File: src/rtl/lsu_pkg.sv
// Shared encodings for the load/store path: mem_op, funct3 sizes, error codes, LSU states.
// Used by the IDU, LSU and WBU so all three agree on the codes.
package lsu_pkg;

    typedef enum logic [1:0] {
        OP_NONE  = 2'b00,
        OP_LOAD  = 2'b01,
        OP_STORE = 2'b10,
        OP_RSVD  = 2'b11
    } mem_op_e;

    typedef enum logic [2:0] {
        SZ_B  = 3'b000,
        SZ_H  = 3'b001,
        SZ_W  = 3'b010,
        SZ_BU = 3'b100,
        SZ_HU = 3'b101
    } mem_size_e;

    typedef enum logic [1:0] {
        ERR_OK       = 2'b00,
        ERR_MISALIGN = 2'b01,
        ERR_TIMEOUT  = 2'b10
    } lsu_err_e;

    typedef enum logic [1:0] {
        ST_IDLE = 2'b00,
        ST_REQ  = 2'b01,
        ST_RESP = 2'b10
    } lsu_state_e;

    // Sizes outside the funct3 table count as misaligned so they never reach the bus.
    function automatic logic misaligned(input logic [2:0] size, input logic [1:0] addr_lo);
        case (size)
            SZ_B, SZ_BU: misaligned = 1'b0;
            SZ_H, SZ_HU: misaligned = addr_lo[0];
            SZ_W:        misaligned = (addr_lo != 2'b00);
            default:     misaligned = 1'b1;
        endcase
    endfunction

endpackage

File: src/rtl/lsu_load_align.sv
// Picks the addressed byte/halfword out of a bus read word and sign/zero-extends it.
module lsu_load_align
    import lsu_pkg::*;
(
    input  logic [31:0] rdata,
    input  logic [1:0]  addr_lo,
    input  logic [2:0]  size,
    output logic [31:0] data
);

    logic [7:0]  byte_sel;
    logic [15:0] half_sel;

    always_comb begin
        byte_sel = rdata[{addr_lo, 3'b000} +: 8];
        half_sel = addr_lo[1] ? rdata[31:16] : rdata[15:0];
        case (size)
            SZ_B:    data = {{24{byte_sel[7]}}, byte_sel};
            SZ_BU:   data = {24'h0, byte_sel};
            SZ_H:    data = {{16{half_sel[15]}}, half_sel};
            SZ_HU:   data = {16'h0, half_sel};
            default: data = rdata;
        endcase
    end

endmodule

File: src/rtl/lsu.sv
// Load/store unit: one outstanding bus access per EXU result, with alignment check and ack timeout.
//   state   | meaning
//   IDLE    | waiting for an EXU result (in_ready=1)
//   REQ     | bus access outstanding, mem_req=1, counting toward timeout
//   RESP    | result held on lsu_data/lsu_err until WBU takes it
module lsu
    import lsu_pkg::*;
#(
    parameter int unsigned TIMEOUT_CYCLES = 255
) (
    input  logic        clk,
    input  logic        rst_n,
    input  logic        in_valid,
    output logic        in_ready,
    input  logic [31:0] EXU_data,
    input  logic [31:0] store_data,
    input  logic [1:0]  mem_op,
    input  logic [2:0]  mem_size,
    output logic        mem_req,
    output logic        mem_we,
    output logic [31:0] mem_addr,
    output logic [31:0] mem_wdata,
    output logic [3:0]  mem_wmask,
    input  logic        mem_ack,
    input  logic [31:0] mem_rdata,
    output logic        out_valid,
    input  logic        out_ready,
    output logic [31:0] lsu_data,
    output logic [1:0]  lsu_err
);

    localparam int CNT_W = $clog2(TIMEOUT_CYCLES + 1);

    lsu_state_e         state, state_nxt;
    logic [CNT_W-1:0]   wait_cnt;
    logic [2:0]         size_r;
    logic [1:0]         addr_lo_r;
    logic               we_r;
    logic               is_access, is_misaligned, timeout;
    logic [3:0]         wmask_nxt;
    logic [31:0]        wdata_nxt;
    logic [31:0]        load_data;

    lsu_load_align u_load_align (
        .rdata   (mem_rdata),
        .addr_lo (addr_lo_r),
        .size    (size_r),
        .data    (load_data)
    );

    assign in_ready      = (state == ST_IDLE);
    assign out_valid     = (state == ST_RESP);
    assign mem_req       = (state == ST_REQ);
    assign mem_we        = mem_req & we_r;
    assign is_access     = (mem_op == OP_LOAD) || (mem_op == OP_STORE);
    assign is_misaligned = misaligned(mem_size, EXU_data[1:0]);
    // The last allowed REQ cycle is the one where the count would reach TIMEOUT_CYCLES.
    assign timeout       = !mem_ack && (wait_cnt == CNT_W'(TIMEOUT_CYCLES - 1));

    always_comb begin
        wmask_nxt = 4'b0000;
        wdata_nxt = store_data;
        if (mem_op == OP_STORE) begin
            case (mem_size)
                SZ_B, SZ_BU: begin
                    wmask_nxt = 4'b0001 << EXU_data[1:0];
                    wdata_nxt = {4{store_data[7:0]}};
                end
                SZ_H, SZ_HU: begin
                    wmask_nxt = 4'b0011 << EXU_data[1:0];
                    wdata_nxt = {2{store_data[15:0]}};
                end
                default: wmask_nxt = 4'b1111;
            endcase
        end
    end

    always_comb begin
        state_nxt = state;
        case (state)
            ST_IDLE: if (in_valid) state_nxt = (is_access && !is_misaligned) ? ST_REQ : ST_RESP;
            ST_REQ:  if (mem_ack || timeout) state_nxt = ST_RESP;
            ST_RESP: if (out_ready) state_nxt = ST_IDLE;
            default: state_nxt = ST_IDLE;
        endcase
    end

    always_ff @(posedge clk or negedge rst_n) begin
        if (!rst_n) state <= ST_IDLE;
        else        state <= state_nxt;
    end

    always_ff @(posedge clk or negedge rst_n) begin
        if (!rst_n) begin
            wait_cnt  <= '0;
            size_r    <= 3'b000;
            addr_lo_r <= 2'b00;
            we_r      <= 1'b0;
            mem_addr  <= 32'h0;
            mem_wdata <= 32'h0;
            mem_wmask <= 4'h0;
            lsu_data  <= 32'h0;
            lsu_err   <= ERR_OK;
        end else begin
            case (state)
                ST_IDLE: if (in_valid) begin
                    size_r    <= mem_size;
                    addr_lo_r <= EXU_data[1:0];
                    wait_cnt  <= '0;
                    lsu_data  <= is_access ? 32'h0 : EXU_data;
                    lsu_err   <= (is_access && is_misaligned) ? ERR_MISALIGN : ERR_OK;
                    if (is_access && !is_misaligned) begin
                        we_r      <= (mem_op == OP_STORE);
                        mem_addr  <= {EXU_data[31:2], 2'b00};
                        mem_wdata <= wdata_nxt;
                        mem_wmask <= wmask_nxt;
                    end
                end
                ST_REQ: begin
                    if (mem_ack) begin
                        lsu_data <= we_r ? 32'h0 : load_data;
                        lsu_err  <= ERR_OK;
                    end else if (timeout) begin
                        lsu_data <= 32'h0;
                        lsu_err  <= ERR_TIMEOUT;
                    end else begin
                        wait_cnt <= wait_cnt + CNT_W'(1);
                    end
                end
                default: ;
            endcase
        end
    end

endmodule

File: config.mk
export PLATFORM = sky130hd
export DESIGN_NAME = lsu
export DESIGN_NICKNAME = d
export VERILOG_FILES = /design/src/rtl/lsu_pkg.sv /design/src/rtl/lsu_load_align.sv /design/src/rtl/lsu.sv
export SDC_FILE = /design/constraint.sdc
export NUM_CORES = 1
export LEC_CHECK = 0
export ABC_AREA = 0
export CAP_MARGIN = 20
export CORE_AREA = 4 4 128 161
export CTS_CLUSTER_DIAMETER = 50
export DETAILED_ROUTE_END_ITERATION = 6
export DIE_AREA = 0 0 132 165
export HOLD_SLACK_MARGIN = 0.1
export PLACE_DENSITY_LB_ADDON = 0.1
export SYNTH_ARGS = -nofsm -noshare
export SYNTH_HDL_FRONTEND = slang
export SYNTH_SLANG_ARGS = --single-unit
File: constraint.sdc
create_clock -name clk -period 3.85 [get_ports clk]
set_input_delay 0.77 -clock clk [delete_from_list [all_inputs] [get_ports clk]]
set_output_delay 0.77 -clock clk [all_outputs]
set_load 0.01 [all_outputs]
==> impl_metrics.py, run 1 <==
metrics = {
    "pwr": {
        "ir_drop_v": 0.000272,
        "leakage_uw": 0.00355,
        "p_per_area_mw_per_mm2": 759,
    },
    "clock_network": {
        "cts.sinks": 116,
        "cts_made_buffers": 17,
        "clock_latency_ns": 0.42,
        "cts-resized-gates": 0,
        "cts_buffer_depth": 2,
        "htree_levels": 4,
        "cts.reportedPaths.clkPinSlew_ns": 0.06,
        "root_buffer": "clkbuf_16",
        "post_cts_buffers": 0,
        "hold_buffers": 0,
        "cts_tree": "built",
    },
    "logic_synthesis": {
        "yosysSeqAreaShare": 0.515,
        "yosysWarningCount": 0,
        "synth-async-reset-ratio": 1.00,
        "synth_edf_count": 0,
        "ys_types": 50,
        "syn_avg_cell_area_um2": 9.85,
        "synth_ff_type": "dfrtp_1",
        "netlist_instances": 572,
        "syn_area_mm2": 0.00564,
        "synth_seq_cells": 116,
    },
    "timing": {
        "tns_ns": 0,
        "final.setup.worst_slack_ns": 1.18,
        "slew_viol_final": 0,
        "hold_violations": 0,
        "fin_crit_sh": 0.693,
        "fin_crit_ns": 2.67,
        "tightest_slew_ns": 0.966,
        "max_slew_margin": 0.356,
        "finClkSkew_ns": 0.0117,
        "rsz0062_at_grt": "no",
        "setup-violations-final": 0,
        "max_freq_mhz": 375,
    },
    "setup_path": {
        "worst_r2r_path_depth": 5,
        "crit_path_max_fanout": 9,
        "worst_setup_path_start_kind": "flop",
        "crit_arrival_ns": 1.90,
        "crit_required_ns": 3.08,
        "crit_type": "reg -> out",
        "end_kind": "output pin",
    },
    "routing": {
        "viasPerCell": 4.95,
        "dr.pass1.iters": 4,
        "drt_wl_total_mm": 18.8,
        "dr_total_vias": 5034,
        "drc": 0,
        "ant_nets": 0,
        "dr.first_iter.drc_count": 405,
        "wl_per_cell_um": 18.5,
    },
    "floorplanning": {
        "die_w_um": 132,
        "num_rows": 57,
        "io-pin-count": 212,
        "core_mm2": 0.0192,
        "fp.dieH_um": 165,
        "dieArea_mm2": 0.0218,
        "initial_utilization": 0.294,
    },
    "flow_run": {
        "cap_violations": 0,
    },
    "global_route": {
        "grt_max_degree": 66,
        "grt_pass1_wl_mm": 29.3,
        "grt_pass1_vias": 5196,
        "grt.total_usage": 0.174,
        "globalRouteOverflowTotal": 0,
        "antenna_found_initial": 0,
    },
    "min_path": {
        "hold_path_class": "in -> async",
    },
    "placement": {
        "gp_congestion": 0.892,
        "dp_slack_ns": 0.907,
        "place_hpwl_mm": 14.2,
        "io_buffers": 209,
        "placedCellCount": 986,
    },
    "outcome": {
        "status": "finished clean",
    },
    "cells_and_area": {
        "diodes": 0,
        "drive_gt1_frac": 0.114,
        "nets": 878,
        "fillers": 1847,
        "stdcell_count": 1017,
        "synthToLayoutAreaGrowth_pct": 52.3,
    },
}
[layer usage]
layer / vias to the layer above / wire, um / track usage
met2: 207 / 8820 / 0.278
met3: 26 / 1610 / 0.0734
li1: 2413 / - / -
met1: 2388 / 7940 / 0.211
met4: 0 / 420 / 0.0635
met5: - / 0 / 0
[worst max-delay path, cell delays in order (launching register included)]
cell             delay, ns
dfrtp_1               0.55
nand2b_4              0.10
inv_1                 0.12
and2_1                0.15
clkdlybuf4s50_1       0.56
[registers in the layout (all words and copies together), names as in the netlist]
name,cells
lsu_data,32
mem_wdata,32
mem_addr,30
wait_cnt,8
mem_wmask,4
size_r,3
addr_lo_r,2
lsu_err,2
state,2
we_r,1
[metrics by stage]
step           hold slack [ns]  cell area, um2  utilization  total power, uW
3_3_place_gp             0.465            7960        0.415             4850
4_1_cts                  0.407            8580        0.447             6610
2_1_floorplan            0.474            5640            -             3320
5_1_grt                  0.438            8580        0.447             6940
3_5_place_dp             0.472            7960        0.415             4880
6_report                 0.391            8580        0.447             6520
[placed cells by master, fill, tap and decap left out, drive strengths merged, types with 10 or more instances in the layout]
cell type      count
mux2              41
inv               13
a21oi             36
mux2i             22
buf               10
a31oi             15
nor2              55
nand2             81
a2bb2oi           16
o21ai             65
dfrtp            116
clkdlybuf4s50    208
clkbuf            19
[where the power goes]
part           total [uW]  leakage [uW]  switching (uW)  internal (uW)
combinational        2660       0.00184            1160           1510
clock                1690      0.000291             590           1100
sequential           2160       0.00142             388           1780
[kinds of logic (layout without fill, tap and decap cells)]
logic type,after synthesis,in the layout,synth area share
AOI/OAI and AO/OA,161,161,0.179
xor gates and xnor gates,4,4,0.00622
adders and majority gates,3,3,0.00666
buffers and inverters,54,262,0.0433
DFF,116,116,0.515
muxes,63,63,0.121
other,1,2,0.000665
and+or+nand+nor,170,170,0.129
[final cells by class]
type	instances	area [um2]	area share
Sequential cell	116	2900	0.338
Inverter	13	48.8	0.00569
Timing Repair Buffer	218	2210	0.257
Multi-Input combinational cell	403	2500	0.292
Clock inverter	12	181	0.0211
Tap cell	236	295	0.0344
Clock buffer	19	443	0.0516
[cell usage after synthesis, types with 6 or more instances]
cell type	count	area (um2)
mux2_2	41	462
a31oi_1	15	93.8
nor3_1	8	40.0
o21ai_0	63	315
a221o_1	6	60.1
a21oi_1	36	180
dfrtp_1	116	2900
nor2_1	55	206
clkbuf_1	22	82.6
buf_2	8	40.0
nand3_1	8	40.0
mux2i_1	22	220
nand2_1	81	304
inv_1	13	48.8
a2bb2oi_1	16	140
[path summary, 6_finish.rpt]
path	from	endpoint	slack [ns]
setup / recovery	state[0]$_DFFE_PN0P_	mem_we	1.18
hold / removal	rst_n	mem_addr[12]$_DFFE_PN0P_	0.39
setup reg to reg	addr_lo_r[1]$_DFFE_PN0P_	lsu_data[26]$_DFFE_PN0P_	1.41
hold reg to reg	mem_wdata[25]$_DFFE_PN0P_	mem_wdata[25]$_DFFE_PN0P_	0.48
max in group asynchronous	rst_n	wait_cnt[0]$_DFFE_PN0P_	2.61
min in group clk	mem_wdata[25]$_DFFE_PN0P_	mem_wdata[25]$_DFFE_PN0P_	0.48
Note: power is estimated with default switching activity, not from simulation.
==> run 2, diff against run 1 <==
Clock period 3.85 ns to 2.7 ns, I/O delays scaled along.
==> run 2 against run 1 <==
Wire length is 2.1% higher. Combinational power is 47% higher. Cell area grew 1.1%. Non-clock buffer count up 9. Final cell count up 0.88%. Clock skew down 0.0064 ns. Utilization is 0.48 points higher. First-iteration DRC count fell by 32%. Die area unchanged. Register-to-register slack worse by 0.68 ns. Sequential cell count unchanged.
==> impl_metrics.py, run 2 (synthesized netlist as in run 1, its figures left out) <==
metrics = {
    "outcome": {
        "status": "finished clean",
    },
    "floorplanning": {
        "io-pin-count": 212,
        "num_rows": 57,
        "core_mm2": 0.0192,
        "die_w_um": 132,
        "fp.dieH_um": 165,
        "dieArea_mm2": 0.0218,
        "initial_utilization": 0.294,
    },
    "setup_path": {
        "crit_arrival_ns": 1.93,
        "worst_setup_path_start_kind": "flop",
        "crit_type": "reg -> out",
        "crit_path_max_fanout": 9,
        "crit_required_ns": 2.16,
        "crit_slowest_cell": "clkdlybuf4s50_1",
        "crit_chain": "nand2b_4 -> inv_1 -> and2_1 -> clkdlybuf4s50_1",
        "worst_r2r_path_depth": 6,
        "regToRegSetupSlack_ns": 0.73,
        "worstReg2RegStart": "state[0]$_DFFE_PN0P_",
        "rr_endpoint": "lsu_data[6]$_DFFE_PN0P_",
        "crit_buf_inv": 2,
        "critPathTopFamily": "buffers and inverters",
        "cp_slowest_stage_delay_ns": 0.58,
        "end_kind": "output pin",
    },
    "timing": {
        "tns_ns": 0,
        "fin_crit_sh": 0.915,
        "slew_viol_final": 0,
        "max_slew_margin": 0.271,
        "hold_slack_ns": 0.158,
        "hold_violations": 0,
        "setup-violations-final": 0,
        "tightest_slew_ns": 1.09,
        "fin_crit_ns": 2.47,
        "rsz0062_at_grt": "no",
        "finClkSkew_ns": 0.00529,
        "max_freq_mhz": 405,
    },
    "flow_run": {
        "cap_violations": 0,
    },
    "cells_and_area": {
        "reg_top3": "lsu_data x32, mem_wdata x32, mem_addr x30",
        "final_area_mm2": 0.00867,
        "final_util": 0.452,
        "layout_commonest_cell": "clkdlybuf4s50_1",
        "nets": 887,
        "drive_gt1_frac": 0.124,
        "most-common-layout-cells": "208 x clkdlybuf4s50_1, 116 x dfrtp_1, 81 x nand2_1",
        "stdcell_count": 1026,
        "diodes": 0,
        "synthToLayoutAreaGrowth_pct": 53.9,
    },
    "clock_network": {
        "cts_buffer_depth": 2,
        "cts_tree": "built",
        "post_cts_buffers": 0,
        "cts.sinks": 116,
        "hold_buffers": 0,
        "htree_levels": 4,
        "cts.reportedPaths.clkPinSlew_ns": 0.05,
        "root_buffer": "clkbuf_16",
        "cts_made_buffers": 17,
        "cts-resized-gates": 0,
        "clock_latency_ns": 0.41,
    },
    "routing": {
        "viasPerCell": 4.91,
        "drt_wl_total_mm": 19.2,
        "ant_nets": 0,
        "wl_per_cell_um": 18.7,
        "dr.first_iter.drc_count": 274,
        "dr_total_vias": 5041,
        "dr.pass1.iters": 4,
        "drc": 0,
    },
    "pwr": {
        "combPwrFrac": 0.414,
        "p_int_uw": 6400,
        "power_frac_clock": 0.265,
        "power_frac_seq": 0.321,
        "ir_drop_v": 0.000452,
        "leakage_uw": 0.00363,
        "switchingPower_uw": 3030,
        "swShare": 0.321,
        "p_per_area_mw_per_mm2": 1090,
    },
    "min_path": {
        "hold_path_class": "in -> async",
    },
    "global_route": {
        "grt.total_usage": 0.180,
        "grt_max_degree": 60,
        "grt_pass1_wl_mm": 30.6,
        "antenna_found_initial": 0,
        "globalRouteOverflowTotal": 0,
        "grt_pass1_vias": 5502,
    },
    "placement": {
        "io_buffers": 209,
        "gp_congestion": 0.907,
        "placedCellCount": 995,
        "place_hpwl_mm": 14.7,
        "placed_area_mm2": 0.00803,
    },
}
run 2: cell count changes in the layout (fill, tap and decap cells not counted), sizes merged:
cell,delta
bufinv,+1
buf,+9
clkinvlp,-3
clkbuf,+2
run 2: power groups by stage:
| stage | Clock, uW | Combinational (uW) | Sequential [uW] |
|---|---|---|---|
| finish | 2500 | 3900 | 3030 |
| global route | 2640 | 4240 | 3150 |
| CTS | 2560 | 3970 | 3040 |
| detailed placement | 0 | 3960 | 3060 |
| global placement | 0 | 3940 | 3040 |
| floorplan | 0 | 1410 | 3320 |
run 2: cell type report:
class	instances	area (um2)
Clock buffer	21	470
Sequential cell	116	2900
Timing Repair Buffer	227	2270
Inverter	13	48.8
Fill cell	1867	10500
Multi-Input combinational cell	403	2500
Clock inverter	10	178
Tap cell	236	295
run 2: worst max-delay path by stage:
stage,startpoint,endpoint,cells past startpoint
finish,state[0]$_DFFE_PN0P_,mem_we,4
CTS,state[0]$_DFFE_PN0P_,mem_we,4
detailed placement,mem_rdata[23],lsu_data[14]$_DFFE_PN0P_,6
floorplan,EXU_data[0],mem_addr[28]$_DFFE_PN0P_,7
global placement,mem_rdata[23],lsu_data[14]$_DFFE_PN0P_,6
global route,state[0]$_DFFE_PN0P_,mem_we,4
run 2: per-stage QoR:
step | power, uW | setup slack, ns
2_1_floorplan | 4730 | 0.780
3_3_place_gp | 6980 | 0.256
3_5_place_dp | 7020 | 0.259
4_1_cts | 9580 | 0.221
5_1_grt | 10000 | 0.118
6_report | 9430 | 0.228
run 2: layer usage:
layer | wire, um | vias up | part of all wire | track usage
met5 | 0 | - | 0 | 0
met4 | 452 | 0 | 0.024 | 0.0678
met3 | 1410 | 29 | 0.073 | 0.0555
met2 | 9230 | 198 | 0.48 | 0.301
met1 | 8100 | 2388 | 0.42 | 0.220
li1 | - | 2426 | - | -
==> run 3, diff against run 2 <==
--- a/config.mk
+++ b/config.mk
@@ -8,8 +8,8 @@
 export ABC_AREA = 0
 export CAP_MARGIN = 20
-export CORE_AREA = 4 4 128 161
+export CORE_AREA = 2 2 126 159
 export CTS_CLUSTER_DIAMETER = 50
 export DETAILED_ROUTE_END_ITERATION = 6
-export DIE_AREA = 0 0 132 165
+export DIE_AREA = 0 0 128 161
 export HOLD_SLACK_MARGIN = 0.1
 export PLACE_DENSITY_LB_ADDON = 0.1
==> constraint.sdc (replaced) <==
create_clock -name clk -period 2.7 [get_ports clk]
set_input_delay 0.675 -clock clk [delete_from_list [all_inputs] [get_ports clk]]
set_output_delay 0.675 -clock clk [all_outputs]
set_load 0.01 [all_outputs]
==> run 3 against run 2 <==
Clock power fell by 4%. Count of clock-buffer cells in the layout rose by 2. Utilization rose by 0.22 points. Combinational power barely moved. Maximum frequency fell by 2.3%. Critical endpoint unchanged. Global-route usage rose by 0.63 points. Via count rose by 1.4%. Wire length fell by 2.5%. Worst hold slack improved by 0.068 ns. Cell area rose by 0.12%.
==> impl_metrics.py, run 3 (synthesized netlist as in run 1, its figures left out) <==
metrics = {
    "routing": {
        "dr_total_vias": 5110,
        "viasPerCell": 4.96,
        "dr.first_iter.drc_count": 268,
        "dr.pass1.iters": 4,
        "wl_per_cell_um": 18.1,
        "ant_nets": 0,
        "drt_wl_total_mm": 18.7,
        "drc": 0,
    },
    "setup_path": {
        "crit_buf_inv": 2,
        "crit_type": "reg -> out",
        "regToRegSetupSlack_ns": 0.61,
        "critPathTopFamily": "buffers and inverters",
        "crit_path_max_fanout": 9,
        "end_kind": "output pin",
        "cp-endpoint": "mem_we",
        "crit_required_ns": 2.03,
        "crit_slowest_cell": "dfrtp_1",
        "cp_slowest_stage_delay_ns": 0.54,
        "rr_endpoint": "lsu_data[6]$_DFFE_PN0P_",
        "critPathLaunch": "state[0]$_DFFE_PN0P_",
        "crit_chain": "nand2b_4 -> inv_1 -> and2_1 -> clkdlybuf4s50_1",
        "worst_r2r_path_depth": 4,
        "crit_arrival_ns": 1.86,
        "worstReg2RegStart": "size_r[0]$_DFFE_PN0P_",
        "cp.depth": 4,
        "worst_setup_path_start_kind": "flop",
    },
    "cells_and_area": {
        "area.sequential_mm2": 0.00290,
        "multi_input_area_mm2": 0.00250,
        "synthToLayoutAreaGrowth_pct": 54.1,
        "nets": 891,
        "reg_top3": "lsu_data x32, mem_wdata x32, mem_addr x30",
        "layout_commonest_cell": "clkdlybuf4s50_1",
        "fillers": 1832,
        "most-common-layout-cells": "208 x clkdlybuf4s50_1, 116 x dfrtp_1, 81 x nand2_1",
        "drive_gt1_frac": 0.127,
        "diodes": 0,
    },
    "global_route": {
        "grt_max_degree": 66,
        "grt.total_usage": 0.187,
        "grt_pass1_vias": 5383,
        "globalRouteOverflowTotal": 0,
        "grt_pass1_wl_mm": 29.7,
        "antenna_found_initial": 0,
    },
    "timing": {
        "rsz0062_at_grt": "no",
        "tightest_slew_ns": 0.653,
        "max_freq_mhz": 395,
        "max_slew_margin": 0.564,
        "tns_ns": 0,
        "hold_violations": 0,
        "slew_viol_final": 0,
        "setup-violations-final": 0,
        "fin_crit_ns": 2.53,
        "fin_crit_sh": 0.937,
        "finClkSkew_ns": 0.00648,
    },
    "clock_network": {
        "root_buffer": "clkbuf_16",
        "cts-resized-gates": 0,
        "htree_levels": 4,
        "cts_made_buffers": 17,
        "clock_latency_ns": 0.41,
        "cts_tree": "built",
        "cts.sinks": 116,
        "hold_buffers": 0,
        "cts.reportedPaths.clkPinSlew_ns": 0.05,
        "cts_buffer_depth": 2,
        "post_cts_buffers": 0,
    },
    "pwr": {
        "power.total_uw": 9330,
        "leakage_uw": 0.00363,
        "ir_drop_v": 0.000451,
        "p_per_area_mw_per_mm2": 1070,
    },
    "outcome": {
        "status": "finished clean",
    },
    "floorplanning": {
        "die_w_um": 128,
        "dieArea_mm2": 0.0206,
        "io-pin-count": 212,
        "core_mm2": 0.0191,
        "num_rows": 57,
        "initial_utilization": 0.295,
        "fp.dieH_um": 161,
    },
    "placement": {
        "gp_congestion": 0.885,
        "place_hpwl_mm": 14.1,
        "io_buffers": 209,
    },
    "min_path": {
        "hold_path_class": "in -> async",
    },
    "flow_run": {
        "cap_violations": 0,
    },
}
## run 3: where the power goes
group          switching [uW]  internal, uW
clock network             797          1610
registers                 490          2540
logic                    1720          2170
## run 3: cell type report
cell class / instances / share of cell area
sequential: 116 / 0.334
multi-input combinational: 403 / 0.288
timing repair buffer: 231 / 0.265
clock buffer: 23 / 0.0550
tap: 236 / 0.0340
clock inverter: 9 / 0.0173
inverter: 13 / 0.00562
## run 3: worst min path at each step
stage	endpoint	start	slack (ns)	cells past startpoint
6_report	mem_addr[16]$_DFFE_PN0P_	rst_n	0.23	1
5_1_grt	mem_addr[16]$_DFFE_PN0P_	rst_n	0.24	1
4_1_cts	lsu_data[13]$_DFFE_PN0P_	rst_n	0.23	1
3_5_place_dp	mem_wdata[17]$_DFFE_PN0P_	mem_wdata[17]$_DFFE_PN0P_	0.47	2
3_3_place_gp	mem_wdata[10]$_DFFE_PN0P_	mem_wdata[10]$_DFFE_PN0P_	0.47	2
2_1_floorplan	addr_lo_r[0]$_DFFE_PN0P_	rst_n	0.38	0
## run 3: layer usage
metal,share of wire,global-route usage,up-vias
met3,0.075,0.0613,26
met4,0.023,0.0679,0
met5,0,0,-
li1,-,-,2440
met2,0.49,0.311,192
met1,0.42,0.225,2452
## run 3: stage by stage
stage               setup WS (ns)  hold slack [ns]  utilization  std cells  cell area (um2)
floorplan                   0.645            0.379            -        573             5640
global placement            0.149            0.465        0.421        998             8050
detailed placement          0.125            0.470        0.421        998             8050
CTS                         0.144            0.229        0.454       1030             8680
global route               0.0762            0.241        0.454       1031             8680
finish                      0.170            0.225        0.454       1031             8680
